File: src/rtl/pmodad1_ctrl.sv
// PmodAD1 dual-channel 12-bit ADC conversion sequencer.
// Optional rising-threshold hit flags: define PMODAD1_HIT_DETECT_EN.
module pmodad1_ctrl #(
  parameter int CLK_DIV       = 2,
  parameter int SAMPLE_PERIOD = 2500,
  parameter int QUIET_CYCLES  = 4,
  parameter int FREE_RUN      = 1
`ifdef PMODAD1_HIT_DETECT_EN
  ,
  parameter logic [11:0] HIT_THRESH = 12'h800
`endif
) (
  input  logic        clk,
  input  logic        rst,
  input  logic        start,
  input  logic        sdata0,
  input  logic        sdata1,
  output logic        cs_n,
  output logic        sclk,
  output logic        busy,
  output logic [11:0] data0,
  output logic [11:0] data1,
  output logic        valid,
  output logic        overrun
`ifdef PMODAD1_HIT_DETECT_EN
  ,
  output logic        hit0,
  output logic        hit1
`endif
);

  localparam int HCW = (CLK_DIV > 1) ? $clog2(CLK_DIV) : 1;
  localparam int QCW = (QUIET_CYCLES > 1) ? $clog2(QUIET_CYCLES) : 1;
  localparam int PCW = (SAMPLE_PERIOD > 1) ? $clog2(SAMPLE_PERIOD) : 1;

  localparam logic [HCW-1:0] HC_LAST = HCW'(CLK_DIV - 1);
  localparam logic [QCW-1:0] QC_LAST = QCW'(QUIET_CYCLES - 1);
  localparam logic [PCW-1:0] P_LAST  = PCW'(SAMPLE_PERIOD - 1);

  typedef enum logic [1:0] {
    IDLE,
    SHIFT,
    DONE,
    QUIET
  } state_t;

  state_t         state_q;
  logic [HCW-1:0] hc_q;
  logic [3:0]     nr_q;
  logic [QCW-1:0] qc_q;
  logic [PCW-1:0] per_q;
  logic [PCW-1:0] per_d;
  logic [15:0]    sr0_q;
  logic [15:0]    sr1_q;
  logic [15:0]    nxt0;
  logic [15:0]    nxt1;
  logic [11:0]    data0_q;
  logic [11:0]    data1_q;
  logic           cs_n_q;
  logic           sclk_q;
  logic           valid_q;
  logic           tick;
  logic           trig;

  // Period tick, trigger select and next shift-register contents.
  always_comb begin
    tick  = (per_q == P_LAST);
    per_d = tick ? '0 : per_q + PCW'(1);
    trig  = (FREE_RUN != 0) ? tick : start;
    nxt0  = {sr0_q[14:0], sdata0};
    nxt1  = {sr1_q[14:0], sdata1};
  end

  // Free-running sample-period counter, independent of conversions.
  always_ff @(posedge clk) begin
    if (rst) begin
      per_q <= '0;
    end else begin
      per_q <= per_d;
    end
  end

`ifdef PMODAD1_HIT_DETECT_EN
  logic hit0_q;
  logic hit1_q;
`endif

  // Conversion sequencer with registered pin and result outputs.
  always_ff @(posedge clk) begin
    if (rst) begin
      state_q <= IDLE;
      hc_q    <= '0;
      nr_q    <= '0;
      qc_q    <= '0;
      sr0_q   <= '0;
      sr1_q   <= '0;
      data0_q <= '0;
      data1_q <= '0;
      cs_n_q  <= 1'b1;
      sclk_q  <= 1'b1;
      valid_q <= 1'b0;
`ifdef PMODAD1_HIT_DETECT_EN
      hit0_q  <= 1'b0;
      hit1_q  <= 1'b0;
`endif
    end else begin
      valid_q <= 1'b0;
`ifdef PMODAD1_HIT_DETECT_EN
      hit0_q  <= 1'b0;
      hit1_q  <= 1'b0;
`endif
      unique case (state_q)
        IDLE: begin
          cs_n_q <= 1'b1;
          sclk_q <= 1'b1;
          if (trig) begin
            state_q <= SHIFT;
            cs_n_q  <= 1'b0;
            hc_q    <= '0;
            nr_q    <= '0;
          end
        end
        SHIFT: begin
          if (hc_q == HC_LAST) begin
            hc_q   <= '0;
            sclk_q <= ~sclk_q;
            // Sample on the rising SCLK edge.
            if (!sclk_q) begin
              sr0_q <= nxt0;
              sr1_q <= nxt1;
              nr_q  <= nr_q + 4'd1;
              if (nr_q == 4'd15) begin
                state_q <= DONE;
                cs_n_q  <= 1'b1;
                data0_q <= nxt0[11:0];
                data1_q <= nxt1[11:0];
                valid_q <= 1'b1;
`ifdef PMODAD1_HIT_DETECT_EN
                hit0_q  <= (nxt0[11:0] >= HIT_THRESH) &&
                           (data0_q < HIT_THRESH);
                hit1_q  <= (nxt1[11:0] >= HIT_THRESH) &&
                           (data1_q < HIT_THRESH);
`endif
              end
            end
          end else begin
            hc_q <= hc_q + HCW'(1);
          end
        end
        DONE: begin
          state_q <= QUIET;
          qc_q    <= '0;
        end
        QUIET: begin
          if (qc_q == QC_LAST) begin
            state_q <= IDLE;
          end else begin
            qc_q <= qc_q + QCW'(1);
          end
        end
        default: state_q <= IDLE;
      endcase
    end
  end

  assign cs_n    = cs_n_q;
  assign sclk    = sclk_q;
  assign busy    = (state_q != IDLE);
  assign data0   = data0_q;
  assign data1   = data1_q;
  assign valid   = valid_q;
  assign overrun = trig && (state_q != IDLE);
`ifdef PMODAD1_HIT_DETECT_EN
  assign hit0    = hit0_q;
  assign hit1    = hit1_q;
`endif

endmodule

File: config.mk
export PLATFORM = sky130hd
export DESIGN_NAME = pmodad1_ctrl
export DESIGN_NICKNAME = d
export VERILOG_FILES = /design/src/rtl/pmodad1_ctrl.sv
export SDC_FILE = /design/constraint.sdc
export NUM_CORES = 1
export LEC_CHECK = 0
export ABC_AREA = 1
export BUFFER_PORTS_ARGS = -buffer_cell sky130_fd_sc_hd__buf_2
export CAP_MARGIN = 20
export CORE_MARGIN = 4
export CORE_UTILIZATION = 60
export CTS_BUF_LIST = sky130_fd_sc_hd__clkbuf_2
export DETAILED_ROUTE_END_ITERATION = 10
export GPL_ROUTABILITY_DRIVEN = 0
export PLACE_DENSITY = 0.83
export SETUP_SLACK_MARGIN = 0.02
export SYNTH_ARGS = -nofsm -noshare
export SYNTH_HDL_FRONTEND = slang
export SYNTH_SLANG_ARGS = --single-unit
File: constraint.sdc
create_clock -name clk -period 2.2 [get_ports clk]
set_input_delay 0.11 -clock clk [delete_from_list [all_inputs] [get_ports clk]]
set_output_delay 0.11 -clock clk [all_outputs]
set_load 0.02 [all_outputs]
Word level (Yosys, flattened, before mapping)
Index checks and enable logic that the tools add are counted.

operators by class
  equality and inequality tests = 12
  reduce and logical (&&, ||, !) cells = 15
  add/sub/neg operators = 4
  bitwise operators = 3
  multiplexer cells = 23

operators with widths
  cell                                                                   count
  12-bit by 1-bit adder with 12-bit output, second input constant        1
  12-bit equality test, second input constant                            1
  2-bit two-way mux                                                      6
  4-bit two-way mux                                                      3
  2-bit inequality test, second input constant                           6
  4-bit AND reduction                                                    3
  1-bit two-way mux                                                      8
  2-bit one-hot mux with 4 select lines                                  1
  4-bit one-hot mux with 2 select lines                                  1
  2-bit equality test, second input constant                             3
  1-bit one-hot mux with 2 select lines                                  3
  2-bit AND reduction                                                    3
  2-bit nonzero test                                                     3
  5-bit AND reduction                                                    1
  4-bit by 1-bit adder with 4-bit output, second input constant          1
  4-bit equality test, second input constant                             1
  2-bit one-hot mux with 2 select lines                                  1
  4-bit OR reduction                                                     1
  1-bit inverter                                                         3
  3-bit AND reduction                                                    1
  2-bit by 1-bit adder with 2-bit output, second input constant          1
  2-bit by 1-bit equality test with 1-bit output, second input constant  1
  2-bit zero test                                                        1
  2-bit OR reduction                                                     1
  2 further kinds                                                        2

storage, ports and cells
  output and inout bits = 29
  register bits = 70

Depth between registers and ports, before layout
Gate-level depths: netlist of the first run.

  depth in word-level cells = 5
  mapped depth = 10

Worst setup path after synthesis of the first run
Ideal clock, no wire load.

  path type = reg-to-reg
  from = register state_q[1]
  to = register cs_n_q, in the netlist cs_n
  arrival time = 1402 ps
  data required time = 2076 ps
  setup slack = 674 ps
  path buffers = 0
  period minus slack after synthesis = 1526 ps
  stages on the path, launching flop included = 9
  setup time = 124 ps
  cell sequence = dfxtp_1 -> inv_1 -> ha_1 -> inv_1 -> nor2_1 -> a21oi_2 -> nand2_1 -> a21oi_1 -> o21ai_0

between the ends
  longest elaborated chain between the ends = 3
  elaborated cells on any way between the ends = 8
  classes of those cells = 4 x eq/ne; 1 x mux; 3 x reduce/logical

ends and longest elaborated chain
  what                                                                                      line  text
  start, declared                                                                           47    state_t state_q;
  start signal, assigned                                                                    91    state_q <= IDLE;
  start signal, assigned                                                                    117   state_q <= SHIFT;
  start signal, assigned                                                                    133   state_q <= DONE;
  2-bit by 1-bit equality test with 1-bit output / 2-bit zero test (equally long branches)  112   unique case (state_q)
  2-bit inequality test (no line) / 2-bit nonzero test (equally long branches)              -
  4-bit AND reduction (no line)                                                             -
  end signal, assigned                                                                      114   cs_n_q <= 1'b1;
  end signal, assigned                                                                      118   cs_n_q <= 1'b0;
  end signal, assigned                                                                      134   cs_n_q <= 1'b1;
  end, declared                                                                             59    logic cs_n_q;

Parallel ways exist; a longest one is shown, timed or not.
A chain may end at the register's enable or synchronous reset.

Worst setup path after layout of the first run
  from = register state_q[1]
  to = register data0_q[10], in the netlist data0[10]

between the ends
  longest elaborated chain between the ends = 2

ends and longest elaborated chain
  what                                            line  text
  2-bit by 1-bit equality test with 1-bit output  112
  4-bit AND reduction (no line)                   -
  end signal, assigned                            135   data0_q <= nxt0[11:0];
  end, declared                                   57    logic [11:0] data0_q;

Every way passes these cells.

==> results.toml, run 1 <==
[die]
fp.dieH_microns = 76.45
core-area_sq_um = 4444
die_area_sq_um = 5845
io_pins = 34
die_w_microns = 76.45
start_util = 0.6326
num_rows = 24

[drt]
met2_length_microns = 2735
vias = 2389
highest_layer = "met4"
wirelength_microns = 5672
wl_per_cell_microns = 12.69
first_iter_violations = 113
drt_pass1_iterations = 5
vias_per_cell = 5.345
dr_wl_met3_microns = 175
drc = 0
detail-route-antenna-nets = 0
wl_met1_microns = 2645

[sta]
period_needed_ps = 1955
hold_violations = 0
whs_ps = 381.2
maxSlewViolCount = 0
rsz0062_at_grt = "false"
relSlewSlack = 0.7223
setup_viol = 0
fmax_mhz = 511.4
fin_crit_sh = 0.8888
worst_pin_slew_ps = 415.5
fin_skew_ps = 25.17
fin_tns_setup_ps = 0

[logic_synthesis]
synth_area_leader_cell = "dfxtp_1"
synth-edff-count = 0
synth_ff_type = "dfxtp_1"
yosysMostFrequentCell = "dfxtp_1"
ys_top_cells_by_area = "dfxtp_1 50%, a21oi_1 7.8%, o21ai_0 6.8%"
synth_top_cells_by_count = "70 x dfxtp_1, 44 x a21oi_1, 42 x nand2_1, 42 x nor2_1"
ys_warn_count = 0
synth_cells = 354
syn_area_per_cell_sq_um = 7.942
async_reset_ff_frac = 0
ys_ff_latch = 70
netlist_area_sq_um = 2811
yosysSeqAreaShare = 0.4984
synth.top_cell.area_share = 0.4984
syn_nets = 367
ys_types = 29

[grt]
track_usage = 0.2130
grt_pass1_vias = 2313
antenna_found_initial = 0
grt_start_max_net_pins = 30
overflow = 0
grt_pass1_wl_microns = 10180

[layout]
layout-drive-gt1-share = 0.1671
diodes = 0
nets = 403
fin_area_sq_um = 3159
area_delta_synth_final_pct = 12.37

[power_and_ir_drop]
power.density_nw_per_um2 = 790.7
power.leakage_nw = 1.391
netSwitchingPower_mw = 0.7076
seq_power_share = 0.541
combPwrFrac = 0.138
p_total_mw = 2.498
pwr-share-clk = 0.321
swShare = 0.2833
power.internal_mw = 1.791
ir_drop_mv = 0.4884

[critical_path]
cp_data_required_time_ps = 2630
worstSetupPathType = "reg -> reg"
cp.arrival_ps = 2380
rrSetupSlack_ps = 240
worstSetupEndpointType = "flop"
cp_max_fo = 15
setup.worst_path.start_class = "flop"

[clock_tree]
root_buffer = "clkbuf_2"
cts_tree = "built"
clock_path_buffers = 2
clk_pin_slew_ps = 190
cts_num_sinks = 70
htree_num_levels = 3
cts_buffers = 9
clk_latency_ps = 490

[hold_path]
hold_path.class = "in -> reg"

[placement]
place_area_sq_um = 3003
dp.final_hpwl_microns = 3866
numPortBuffers = 32

[flow_run]
max-cap-violations = 0

[outcome]
outcome = "complete, no violations"
==> final timing paths <==
kind | startpoint | cells after the start | endpoint
min | sdata0 | 4 | data0[0]
max reg2reg | state_q[1] | 10 | data0[10]
min reg2reg | per_q[0] | 1 | per_q[0]
max | state_q[1] | 10 | data0[10]
==> layout make-up <==
cell class	count	area [sq um]
multi-input cells	228	1182
well taps	52	65.06
repair buffers	40	227.7
flip-flops and latches	70	1401
inverters	41	156.4
clock buffers	10	50.05
clock inverters	6	76.32
fillers	355	1285
==> power by group through the flow <==
stage / Sequential (mW) / Combinational (mW) / Clock (mW)
6_report: 1.35 / 0.345 / 0.802
5_1_grt: 1.36 / 0.396 / 0.870
4_1_cts: 1.35 / 0.344 / 0.813
3_5_place_dp: 1.38 / 0.339 / 0
3_3_place_gp: 1.37 / 0.326 / 0
2_1_floorplan: 1.38 / 0.255 / 0
==> repair_timing <==
action / 4_1_cts / 5_1_grt
endpoints found under the hold margin: 6 / 0
gates resized for setup: 0 / 0
hold buffers: 3 / 0
buffers inserted: 0 / 0
endpoints found under the setup margin: 0 / 0
==> stage by stage <==
stage | instances | worst slack (ps) | utilization
floorplan | 354 | 674.1 | -
global placement | 428 | 406.7 | 0.6757
detailed placement | 428 | 309.8 | 0.6757
CTS | 447 | 256.6 | 0.7109
global route | 447 | 47.32 | 0.7109
finish | 447 | 244.7 | 0.7109
==> per-layer routing <==
layer  up-vias  track usage
li1       1232            -
met1      1103       0.2607
met2        44       0.3489
met3        10      0.04728
met4         0       0.1123
met5         -            0
==> registers in the layout, indices dropped and copies added, names as in the netlist <==
| register | flops |
|---|---|
| qc_q | 2 |
| state_q | 2 |
| data0 | 12 |
| data1 | 12 |
| valid | 1 |
| nr_q | 4 |
| cs_n | 1 |
| per_q | 12 |
| sr0_q | 11 |
| hc_q | 1 |
| sclk | 1 |
| sr1_q | 11 |
==> critical path, stage by stage, from the launching register on <==
cell     delay [ps]
dfxtp_1         380
inv_1           100
ha_1            310
nand2_2         120
nor2_4          110
inv_2            60
nor2_4          240
inv_2           210
nor2_8          180
inv_4            60
o21ai_1         110
==> cells by family after synthesis <==
kind of cell | after synthesis | share of synthesized area
xor gates and xnor gates | 2 | 0.006232
and+or+nand+nor | 124 | 0.1980
AOI/OAI and AO/OA | 94 | 0.1807
adders and majority gates | 8 | 0.03560
buffers and inverters | 56 | 0.08100
DFF | 70 | 0.4984
==> layout by cell type, fill, tap and decap left out, drive strengths merged <==
master,netlist,routed
a211oi,5,5
a21oi,45,45
and3,1,1
buf,6,37
bufinv,0,2
clkbuf,9,10
clkinv,0,4
dfxtp,70,70
dlygate4sd3,0,3
ha,8,8
inv,41,41
nand2,43,43
nand3,25,25
nand4,3,3
nor2,45,45
nor3,2,2
nor3b,1,1
o21a,1,1
o21ai,43,43
or2,4,4
xnor2,1,1
xor2,1,1
Power figures use the tool's default switching activity.
==> inputs of run 2 (changes only) <==
--- a/config.mk
+++ b/config.mk
@@ -8,12 +8,13 @@
 export ABC_AREA = 1
 export BUFFER_PORTS_ARGS = -buffer_cell sky130_fd_sc_hd__buf_2
 export CAP_MARGIN = 20
+export CORE_ASPECT_RATIO = 0.9
 export CORE_MARGIN = 4
-export CORE_UTILIZATION = 60
+export CORE_UTILIZATION = 41
 export CTS_BUF_LIST = sky130_fd_sc_hd__clkbuf_2
 export DETAILED_ROUTE_END_ITERATION = 10
-export GPL_ROUTABILITY_DRIVEN = 0
-export PLACE_DENSITY = 0.83
+export GPL_ROUTABILITY_DRIVEN = 1
+export PLACE_DENSITY = 0.61
 export SETUP_SLACK_MARGIN = 0.02
 export SYNTH_ARGS = -nofsm -noshare
 export SYNTH_HDL_FRONTEND = slang
==> results.toml, run 2 (synthesis gave the netlist of run 1 again) <==
[layout]
diodes = 0
fin_area_sq_um = 3238
nets = 402
area_delta_synth_final_pct = 15.18
layout-drive-gt1-share = 0.1701
final_common_cell = "dfxtp_1"
final_cell_mix = "70 x dfxtp_1, 44 x a21oi_1, 42 x nand2_1, 42 x nor2_1"
final_cells = 484

[flow_run]
max-cap-violations = 0

[placement]
dp_cells = 465
place_area_sq_um = 3043
numPortBuffers = 32
dp.final_hpwl_microns = 4023
place_congestion = 0.7714

[die]
core-area_sq_um = 6621
die_w_microns = 95.29
num_rows = 28
start_util = 0.4246
fp.dieH_microns = 86.56
io_pins = 34
die_area_sq_um = 8248

[outcome]
outcome = "complete, no violations"

[critical_path]
setup.worst_path.start_class = "flop"
cp.arrival_ps = 2210
worstSetupPathType = "reg -> reg"
cp_max_fo = 9
cp_data_required_time_ps = 2610
rrSetupSlack_ps = 400
worstSetupEndpointType = "flop"

[clock_tree]
htree_num_levels = 3
hold_buffers = 3
clk_pin_slew_ps = 200
postCtsSetupBuffers = 0
root_buffer = "clkbuf_2"
cts_buffers = 9
cts_num_sinks = 70
clk_latency_ps = 510
cts_repair_resize_count = 0
cts_tree = "built"
clock_path_buffers = 2

[grt]
track_usage = 0.1548
antenna_found_initial = 0
overflow = 0
grt_start_max_net_pins = 41
grt_pass1_vias = 2110
grt_pass1_wl_microns = 9956

[drt]
detail-route-antenna-nets = 0
wl_per_cell_microns = 12.07
drt_pass1_iterations = 4
vias = 2323
drc = 0
vias_per_cell = 4.800
first_iter_violations = 78
wirelength_microns = 5843

[sta]
hold_violations = 0
period_needed_ps = 1800
relSlewSlack = 0.7165
fin_tns_setup_ps = 0
fin_crit_sh = 0.8184
rsz0062_at_grt = "false"
maxSlewViolCount = 0
fmax_mhz = 555.4
worst_pin_slew_ps = 424.2
fin_skew_ps = 37.88
setup_viol = 0

[power_and_ir_drop]
power.density_nw_per_um2 = 820.4
p_total_mw = 2.657
power.leakage_nw = 1.401
ir_drop_mv = 0.3931

[hold_path]
hold_path.class = "in -> reg"
==> run 2: cell types whose count changed in the layout (fill, tap and decap cells not counted), sizes merged <==
| cell | previous run | this run |
|---|---|---|
| buf | 37 | 36 |
| inv | 41 | 42 |
| clkinv | 4 | 3 |
| clkbuf | 10 | 9 |
| bufinv | 2 | 3 |
==> run 2: critical path, stage by stage (launching register included) <==
cell and delay (ps):
dfxtp_1 420, inv_1 90, ha_1 290, inv_1 190
nor2_1 100, a21oi_2 310, nand2_1 90, a21oi_1 140
o21ai_0 90
==> run 2: power by group <==
| part | total (mW) | switching [mW] | internal [mW] |
|---|---|---|---|
| Combinational | 0.342 | 0.233 | 0.110 |
| Clock | 0.965 | 0.471 | 0.494 |
| Sequential | 1.35 | 0.0373 | 1.31 |
==> run 2: layer usage <==
layer,GRT usage,part of all wire
met2,0.2422,0.46
met3,0.05382,0.036
met1,0.1992,0.49
met5,0,0
met4,0.05111,0.015
==> run 2: worst paths after layout <==
path	startpoint	to	depth (start not counted)
max	state_q[1]	cs_n	8
min	sdata1	data1[0]	4
max reg2reg	state_q[1]	cs_n	8
min reg2reg	per_q[0]	per_q[0]	1
==> run 2: final cells by class <==
| type | count | area [sq um] |
|---|---|---|
| clock buffers | 9 | 45.04 |
| fillers | 654 | 3383 |
| inverters | 41 | 156.4 |
| multi-input cells | 228 | 1182 |
| flip-flops and latches | 70 | 1401 |
| repair buffers | 39 | 220.2 |
| clock inverters | 7 | 120.1 |
| well taps | 90 | 112.6 |
==> run 2: per-stage QoR <==
stage	setup WS (ps)	hold slack, ps	utilization
floorplan	674.1	197.3	-
global placement	452.0	352.7	0.4596
detailed placement	422.9	346.3	0.4596
CTS	326.8	331.2	0.4890
global route	171.4	313.0	0.4890
finish	399.6	374.6	0.4890
==> inputs of run 3 (changes only) <==
--- a/config.mk
+++ b/config.mk
@@ -14,7 +14,7 @@
 export CTS_BUF_LIST = sky130_fd_sc_hd__clkbuf_2
 export DETAILED_ROUTE_END_ITERATION = 10
 export GPL_ROUTABILITY_DRIVEN = 1
-export PLACE_DENSITY = 0.61
+export PLACE_DENSITY = 0.63
 export SETUP_SLACK_MARGIN = 0.02
 export SYNTH_ARGS = -nofsm -noshare
 export SYNTH_HDL_FRONTEND = slang
==> constraint.sdc (replaced) <==
create_clock -name clk -period 1.5 [get_ports clk]
set_input_delay 0.075 -clock clk [delete_from_list [all_inputs] [get_ports clk]]
set_output_delay 0.075 -clock clk [all_outputs]
set_load 0.02 [all_outputs]
==> results.toml, run 3 (synthesis gave the netlist of run 1 again) <==
[outcome]
outcome = "complete, but fails checks"
failed_checks = "negative setup slack"

[clock_tree]
root_buffer = "clkbuf_2"
clk_pin_slew_ps = 200
clk_latency_ps = 490
cts_tree = "built"
clock_path_buffers = 2
htree_num_levels = 3
cts_buffers = 9
cts_num_sinks = 70

[die]
core-area_sq_um = 6621
die_w_microns = 95.29
num_rows = 28
fp.dieH_microns = 86.56
die_area_sq_um = 8248
start_util = 0.4246
io_pins = 34

[layout]
final_cell_mix = "65 x dfxtp_1, 41 x a21oi_1, 34 x nor2_1, 33 x inv_1, 32 x nand2_1"
final_common_cell = "dfxtp_1"
diodes = 0
fin_area_sq_um = 3924
area_delta_synth_final_pct = 39.56
nFillCells = 591
nets = 446
final_cells = 528
layout-drive-gt1-share = 0.3836

[grt]
grt_pass1_wl_microns = 10870
grt_pass1_vias = 2372
overflow = 0
track_usage = 0.1687
grt_start_max_net_pins = 24
antenna_found_initial = 0

[sta]
setup_viol = 31
whs_ps = 353.0
relSlewSlack = 0.7637
rsz0062_at_grt = "true"
maxSlewViolCount = 0
worst_pin_slew_ps = 351.7
setup_ws_ps = -186.0
period_needed_ps = 1686
fin_skew_ps = 16.48
fin_crit_sh = 1.124
fmax_mhz = 593.1
hold_violations = 0

[drt]
first_iter_violations = 208
vias_per_cell = 4.813
wirelength_microns = 6621
vias = 2541
drc = 0
drt_pass1_iterations = 4
detail-route-antenna-nets = 0
wl_per_cell_microns = 12.54

[placement]
place_congestion = 0.7648
dp_cells = 486
dp.final_hpwl_microns = 4246
place_area_sq_um = 3251
numPortBuffers = 32

[power_and_ir_drop]
p_total_mw = 4.344
power.density_nw_per_um2 = 1107
ir_drop_mv = 0.4696
power.leakage_nw = 1.683

[critical_path]
setup.worst_path.start_class = "flop"
cp_max_fo = 3
rr_startpoint = "state_q[0]"
worstSetupEndpointType = "primary output"
r2r-end = "data0[6]"
rrSetupSlack_ps = -120
worstSetupPathType = "reg -> out"
cp_data_required_time_ps = 1420
cp.arrival_ps = 1610
rr_worst_depth = 10

[hold_path]
hold_end = "data0[0]"
whs_path_depth = 4
hold_path.class = "in -> reg"
hold_start = "sdata0"

[flow_run]
max-cap-violations = 0
## run 3: metal layers
| metal | global-route usage | share of wire | up-vias |
|---|---|---|---|
| met5 | 0 | 0 | - |
| met4 | 0.03932 | 0.0094 | 0 |
| met3 | 0.05729 | 0.039 | 5 |
| met2 | 0.2670 | 0.47 | 36 |
| met1 | 0.2222 | 0.49 | 1174 |
| li1 | - | - | 1326 |
## run 3: critical path: stages (launching register included)
cell and delay [ps]:
dfxtp_2 400, ha_4 170, nand2_4 60, nor2_4 100
nand3_2 80, buf_6 130, nor2_4 70, buf_6 120
## run 3: layout make-up
type / instances / area, sq um / share of cell area
timing repair buffer: 83 / 668.1 / 0.1703
multi-input combinational: 228 / 1409 / 0.3591
inverter: 41 / 166.4 / 0.04241
tap: 90 / 112.6 / 0.02870
clock buffer: 9 / 45.04 / 0.01148
sequential: 70 / 1410 / 0.3594
clock inverter: 7 / 112.6 / 0.02870
## run 3: how the worst max path moves through the flow
stage	from	endpoint	slack [ps]	depth (start not counted)
2_1_floorplan	state_q[1]	cs_n	40	7
3_3_place_gp	state_q[0]	data1[11]	30	9
3_5_place_dp	state_q[1]	data0[11]	-40	10
4_1_cts	per_q[1]	overrun	-250	7
5_1_grt	per_q[0]	overrun	-320	7
6_report	per_q[0]	overrun	-190	7
## run 3: report_power, final
group	total, mW	switching, mW	internal (mW)
clock	1.37	0.662	0.711
combinational	0.982	0.492	0.490
sequential	1.99	0.0600	1.93
total	4.34	1.21	3.13
## run 3: timing repair
item / 4_1_cts / 5_1_grt
resized for setup: 53 / 57
pin swaps: 15 / 17
endpoints found under the setup margin: 25 / 71
gates cloned: 2 / 0
buffers inserted: 47 / 11
hold endpoints to repair: 13 / 0
hold buffers: 3 / 0
## run 3: per-stage QoR
stage / setup TNS, ps / setup WS [ps] / util
2_1_floorplan: 0 / 39.11 / -
3_3_place_gp: 0 / 30.01 / 0.4909
3_5_place_dp: -123.0 / -38.42 / 0.4909
4_1_cts: -1542 / -245.4 / 0.5625
5_1_grt: -5325 / -324.2 / 0.5926
6_report: -2060 / -186.0 / 0.5926
